<file path="src/rtl/adc_result_capture.sv">
// Captures encoder words after a pipeline-fill delay and sums groups of 2^AVG_LOG2 samples.
// Each sum goes into a first-word-fall-through FIFO with a sticky overflow flag.
module adc_result_capture #(
  parameter int NUM_BITS    = 3,
  parameter int AVG_LOG2    = 2,
  parameter int FILL_CYCLES = 3,
  parameter int FIFO_DEPTH  = 4,
  localparam int SUM_W      = NUM_BITS + AVG_LOG2,
  localparam int ADDR_W     = $clog2(FIFO_DEPTH),
  localparam int LVL_W      = ADDR_W + 1
) (
  input  logic                clock_i,
  input  logic                reset_i,
  input  logic                enable_i,
  input  logic [NUM_BITS-1:0] d_i,
  input  logic                clear_i,
  input  logic                ready_i,
  output logic [SUM_W-1:0]    data_o,
  output logic                valid_o,
  output logic                overflow_o,
  output logic [LVL_W-1:0]    level_o
);

  typedef enum logic [1:0] {IDLE, FILL, ACCUM} state_e;

  localparam logic [3:0]       FILL_LAST = 4'(FILL_CYCLES - 1);
  localparam logic [LVL_W-1:0] FULL_LVL  = LVL_W'(FIFO_DEPTH);

  state_e                state_q;
  logic [3:0]            fill_cnt_q;
  logic [AVG_LOG2-1:0]   samp_cnt_q;
  logic [SUM_W-1:0]      acc_q;
  logic [SUM_W-1:0]      sum_d;
  logic                  push_q;
  logic [SUM_W-1:0]      push_data_q;

  logic [SUM_W-1:0]      mem [FIFO_DEPTH];
  logic [ADDR_W-1:0]     wr_ptr_q, rd_ptr_q;
  logic [LVL_W-1:0]      count_q, count_d;
  logic                  full, do_push, do_pop, drop;

  assign sum_d = acc_q + {{AVG_LOG2{1'b0}}, d_i};

  // NOTE: sequential state uses non-blocking assignments so every register
  // samples the pre-edge value of every other register, independent of order.
  always_ff @(posedge clock_i) begin
    if (reset_i) begin
      state_q     <= IDLE;
      fill_cnt_q  <= '0;
      samp_cnt_q  <= '0;
      acc_q       <= '0;
      push_q      <= 1'b0;
      push_data_q <= '0;
    end else begin
      push_q <= 1'b0;
      if (!enable_i) begin
        state_q    <= IDLE;
        fill_cnt_q <= '0;
        samp_cnt_q <= '0;
        acc_q      <= '0;
      end else begin
        case (state_q)
          IDLE: begin
            state_q    <= FILL;
            fill_cnt_q <= '0;
          end
          FILL: begin
            if (fill_cnt_q == FILL_LAST) begin
              state_q    <= ACCUM;
              samp_cnt_q <= '0;
              acc_q      <= '0;
            end else begin
              fill_cnt_q <= fill_cnt_q + 4'd1;
            end
          end
          ACCUM: begin
            // Last sample of the group: hand the full sum to the FIFO stage, restart at once.
            if (samp_cnt_q == '1) begin
              push_q      <= 1'b1;
              push_data_q <= sum_d;
              acc_q       <= '0;
              samp_cnt_q  <= '0;
            end else begin
              acc_q      <= sum_d;
              samp_cnt_q <= samp_cnt_q + 1'b1;
            end
          end
          default: state_q <= IDLE;
        endcase
      end
    end
  end

  assign full    = (count_q == FULL_LVL);
  assign valid_o = (count_q != '0);
  assign do_pop  = valid_o && ready_i;
  assign do_push = push_q && (!full || do_pop);
  assign drop    = push_q && full && !do_pop;

  // NOTE: every combinational output gets a default first so no latch is inferred.
  always_comb begin
    count_d = count_q;
    case ({do_push, do_pop})
      2'b10:   count_d = count_q + LVL_W'(1);
      2'b01:   count_d = count_q - LVL_W'(1);
      default: count_d = count_q;
    endcase
  end

  // NOTE: storage is not reset; emptiness is tracked by count_q and data_o is gated by valid_o.
  always_ff @(posedge clock_i) begin
    if (do_push) mem[wr_ptr_q] <= push_data_q;
  end

  always_ff @(posedge clock_i) begin
    if (reset_i) begin
      wr_ptr_q   <= '0;
      rd_ptr_q   <= '0;
      count_q    <= '0;
      overflow_o <= 1'b0;
    end else begin
      if (do_push) wr_ptr_q <= wr_ptr_q + 1'b1;
      if (do_pop)  rd_ptr_q <= rd_ptr_q + 1'b1;
      count_q <= count_d;
      if (drop)         overflow_o <= 1'b1;
      else if (clear_i) overflow_o <= 1'b0;
    end
  end

  assign data_o  = valid_o ? mem[rd_ptr_q] : '0;
  assign level_o = count_q;

endmodule

</file>
<file path="config.mk">
export PLATFORM = sky130hd
export DESIGN_NAME = adc_result_capture
export DESIGN_NICKNAME = d
export VERILOG_FILES = /design/src/rtl/adc_result_capture.sv
export SDC_FILE = /design/constraint.sdc
export NUM_CORES = 1
export LEC_CHECK = 0
export CORE_MARGIN = 3
export CORE_UTILIZATION = 42
export DETAILED_ROUTE_END_ITERATION = 7
export MAX_ROUTING_LAYER = met4
export PLACE_DENSITY_LB_ADDON = 0.12
export SLEW_MARGIN = 20
export SYNTH_ARGS = -nofsm -noshare
export SYNTH_HDL_FRONTEND = slang
export SYNTH_SLANG_ARGS = --single-unit
</file>
<file path="constraint.sdc">
create_clock -name clock_i -period 2.96 [get_ports clock_i]
set_input_delay 0.592 -clock clock_i [delete_from_list [all_inputs] [get_ports clock_i]]
set_output_delay 0.592 -clock clock_i [all_outputs]
set_load 0.05 [all_outputs]
</file>
==> impl_metrics.py <==
metrics = {
    "run_status": {
        "status": "completed",
    },
    "global_routing": {
        "grt_util_met2": 0.227,
        "gr-max-usage-layer": "met2",
        "gr-usage-all-layers": 0.139,
        "grt_max_degree": 19,
        "grt_use_met3": 0.0351,
        "grt_pass1_vias": 1376,
        "globalRouteOverflowTotal": 0,
        "grt_pass1_wl_um": 6570,
        "antenna_found_initial": 0,
        "met1_usage": 0.167,
    },
    "yosys": {
        "synth_simple_gate_area_frac": 0.173,
        "syn-instance-count": 200,
        "syn_nets": 220,
        "synth-adder-area-share": 0.0736,
        "yosysSeqAreaShare": 0.526,
        "muxShareOfSynthArea": 0.0597,
        "synth-compound-area-share": 0.0998,
        "synth_xor_area_frac": 0.0273,
        "avgSynthCellArea_um2": 11.2,
        "synth_top_area_cell": "edfxtp_1",
        "synth-warning-count": 0,
        "synth.top_cell.area_share": 0.268,
        "synth_area_um2": 2240,
        "ys_types": 42,
        "synth_top_family_by_area": "simple AND/OR/NAND/NOR gates",
        "ys_ff_latch": 49,
        "synth_area_leaders": "edfxtp_1 27%, dfxtp_1 26%, ha_1 5.6%",
    },
    "clock_network": {
        "clock_latency_ns": 0.29,
        "cts.htree.levels": 2,
        "cts-root-buf": "clkbuf_8",
        "path_clk_slew_ns": 0.09,
        "cts_hold_buf": 0,
        "cts_tree": "built",
        "post_cts_buffers": 0,
        "cts-resized-gates": 0,
        "cts.sinks": 49,
        "cts_made_buffers": 5,
        "cts_buffer_depth": 2,
    },
    "timing": {
        "rsz0062_at_grt": "false",
        "worst_pin_slew_ns": 0.716,
        "slew_headroom": 0.520,
        "hold_viol_final": 0,
        "fin_worst_skew_ns": 0.00764,
        "setup_violations": 0,
        "fin_crit_ns": 2.81,
        "finalSetupTns_ns": 0,
        "max_freq_mhz": 355,
        "slew_violations": 0,
        "min_period_over_period": 0.951,
    },
    "worst_hold_path": {
        "worstHoldPathType": "flip-flop to flip-flop",
    },
    "layout": {
        "area.growth.synth_to_final_pct": 13.7,
        "final_layout_size_suffix_gt1_frac": 0.101,
        "fin_nets": 237,
        "fin_area_um2": 2550,
        "diodes": 0,
    },
    "flow_run": {
        "max_cap_viol_count": 0,
    },
    "die": {
        "die_area_um2": 6250,
        "ios": 18,
        "row_count": 25,
        "die_h_um": 79.1,
        "start_util": 0.454,
        "die_w_um": 79.1,
        "core_um2": 4940,
    },
    "critical_path": {
        "slowest_stage": "clkdlybuf4s50_1",
        "worstPathRequired_ns": 2.37,
        "critical_path_class": "flip-flop to output port",
        "worst_setup_path_start_kind": "flip-flop",
        "max_stage_delay_ns": 0.69,
        "cp-end-kind": "output port",
        "path_cells": "mux4_2 -> and2_1 -> clkdlybuf4s50_1",
        "path_delay_family": "buffers and inverters",
        "crit_fanout": 5,
        "worst-path-buf-inv": 1,
        "cp.arrival_ns": 2.22,
    },
    "place": {
        "dp_hpwl_um": 2920,
        "gp_congestion": 0.805,
        "port_buffers": 17,
        "placed_cell_area_um2": 2460,
    },
    "pwr": {
        "power_density_nw_per_um2": 434,
        "p_leak_uw": 0.000904,
        "ir_drop_mv": 0.285,
    },
    "detailed_routing": {
        "initialDrtViolationCount": 106,
        "dr.pass1.iters": 4,
        "drc": 0,
        "ant_nets": 0,
        "wl_per_cell_um": 13.8,
        "drt-total-wl_um": 3930,
        "viasPerCell": 5.17,
        "vias": 1474,
    },
}
[path summary, 6_finish.rpt]
check          endpoint  slack, ns  cells past startpoint  startpoint
max reg2reg  level_o[2]       0.49                      8  level_o[0]
max           data_o[0]       0.15                      3   flip-flop
min reg2reg    acc_q[2]       0.47                      2    acc_q[2]
min            acc_q[2]       0.47                      2    acc_q[2]
[per-stage QoR]
step           utilization  power [µW]  setup slack [ns]  std cells  hold slack, ns
6_report             0.516        1110             0.145        285           0.467
5_1_grt              0.516        1160           0.00511        285           0.499
4_1_cts              0.516        1120            0.0759        285           0.474
3_5_place_dp         0.498         750             0.249        277           0.455
3_3_place_gp         0.498         748             0.303        277           0.443
2_1_floorplan            -         735             0.159        200           0.429
[layout make-up]
type / instances / area, µm²
fillers: 477 / 2390
flip-flops and latches: 49 / 1180
multi-input cells: 131 / 972
repair buffers: 19 / 185
well taps: 67 / 83.8
clock buffers: 5 / 68.8
inverters: 11 / 41.3
clock inverters: 3 / 17.5
[layout by cell type, fill, tap and decap left out, drive strengths merged, types with 8 or more instances in the layout]
cell and n:
and2 9, ha 10, a21oi 8, edfxtp 20, dfxtp 29, nor2 17, inv 11, nand2 9
clkdlybuf4s50 17, o21ai 13
[per-layer routing]
metal / vias to the layer above / wire [µm]
met5: - / 0
met4: 0 / 44
met3: 6 / 114
met2: 18 / 1990
met1: 704 / 1770
li1: 746 / -
[cell usage after synthesis]
cell type  instances
buf_6              2
and2_1             9
ha_1              10
o2111ai_1          2
nor2b_1            7
dfxtp_1           29
a211oi_1           5
nand3_1            7
or3b_2             1
a22o_1             1
or3_4              1
nor4b_1            1
mux2i_1            1
a2111oi_0          1
edfxtp_1          20
nor3b_2            1
o21ai_1            1
or2_2              2
mux2_2             1
nor3_1             2
or4_1              2
nand2b_1           2
a21o_1             1
clkbuf_1           7
a22oi_1            1
a221oi_1           1
o31ai_1            1
a31oi_1            1
nand2b_4           1
nand2_1            9
o21ai_0           12
nand4b_1           1
nand3b_1           3
o31a_1             1
fa_1               2
a21oi_1            8
nor2_1            17
mux4_2             5
xor2_1             6
xnor2_1            1
or3_1              3
inv_1             11
[kinds of logic after synthesis]
| kind of cell | Yosys count |
|---|---|
| flip-flops | 49 |
| multiplexers | 7 |
| XOR/XNOR | 7 |
| adder cells (fa/ha/maj) | 12 |
| buffers and inverters | 20 |
| AO/OA/AOI/OAI | 36 |
| AND/OR/NAND/NOR | 69 |
[worst register-to-register path, cell delays in order (launching register included)]
cell	delay [ns]
dfxtp_1	0.46
or3_1	0.31
nand2_1	0.12
or2_2	0.29
fa_1	0.41
or3b_2	0.47
o21ai_0	0.09
nand2b_1	0.09
a31oi_1	0.16
[registers in the layout, summed over array words and instances, names as in the netlist, named ones only]
signal	count
fill_cnt_q	4
push_q	1
overflow_o	1
rd_ptr_q	2
state_q	2
acc_q	5
push_data_q	5
level_o	3
samp_cnt_q	2
mem	20
wr_ptr_q	2
[power by group]
group / internal, µW / switching [µW] / total, µW
clock: 162 / 212 / 374
combinational: 17.3 / 17.1 / 34.4
sequential: 697 / 2.40 / 699
Note: power is estimated with default switching activity, not from simulation.
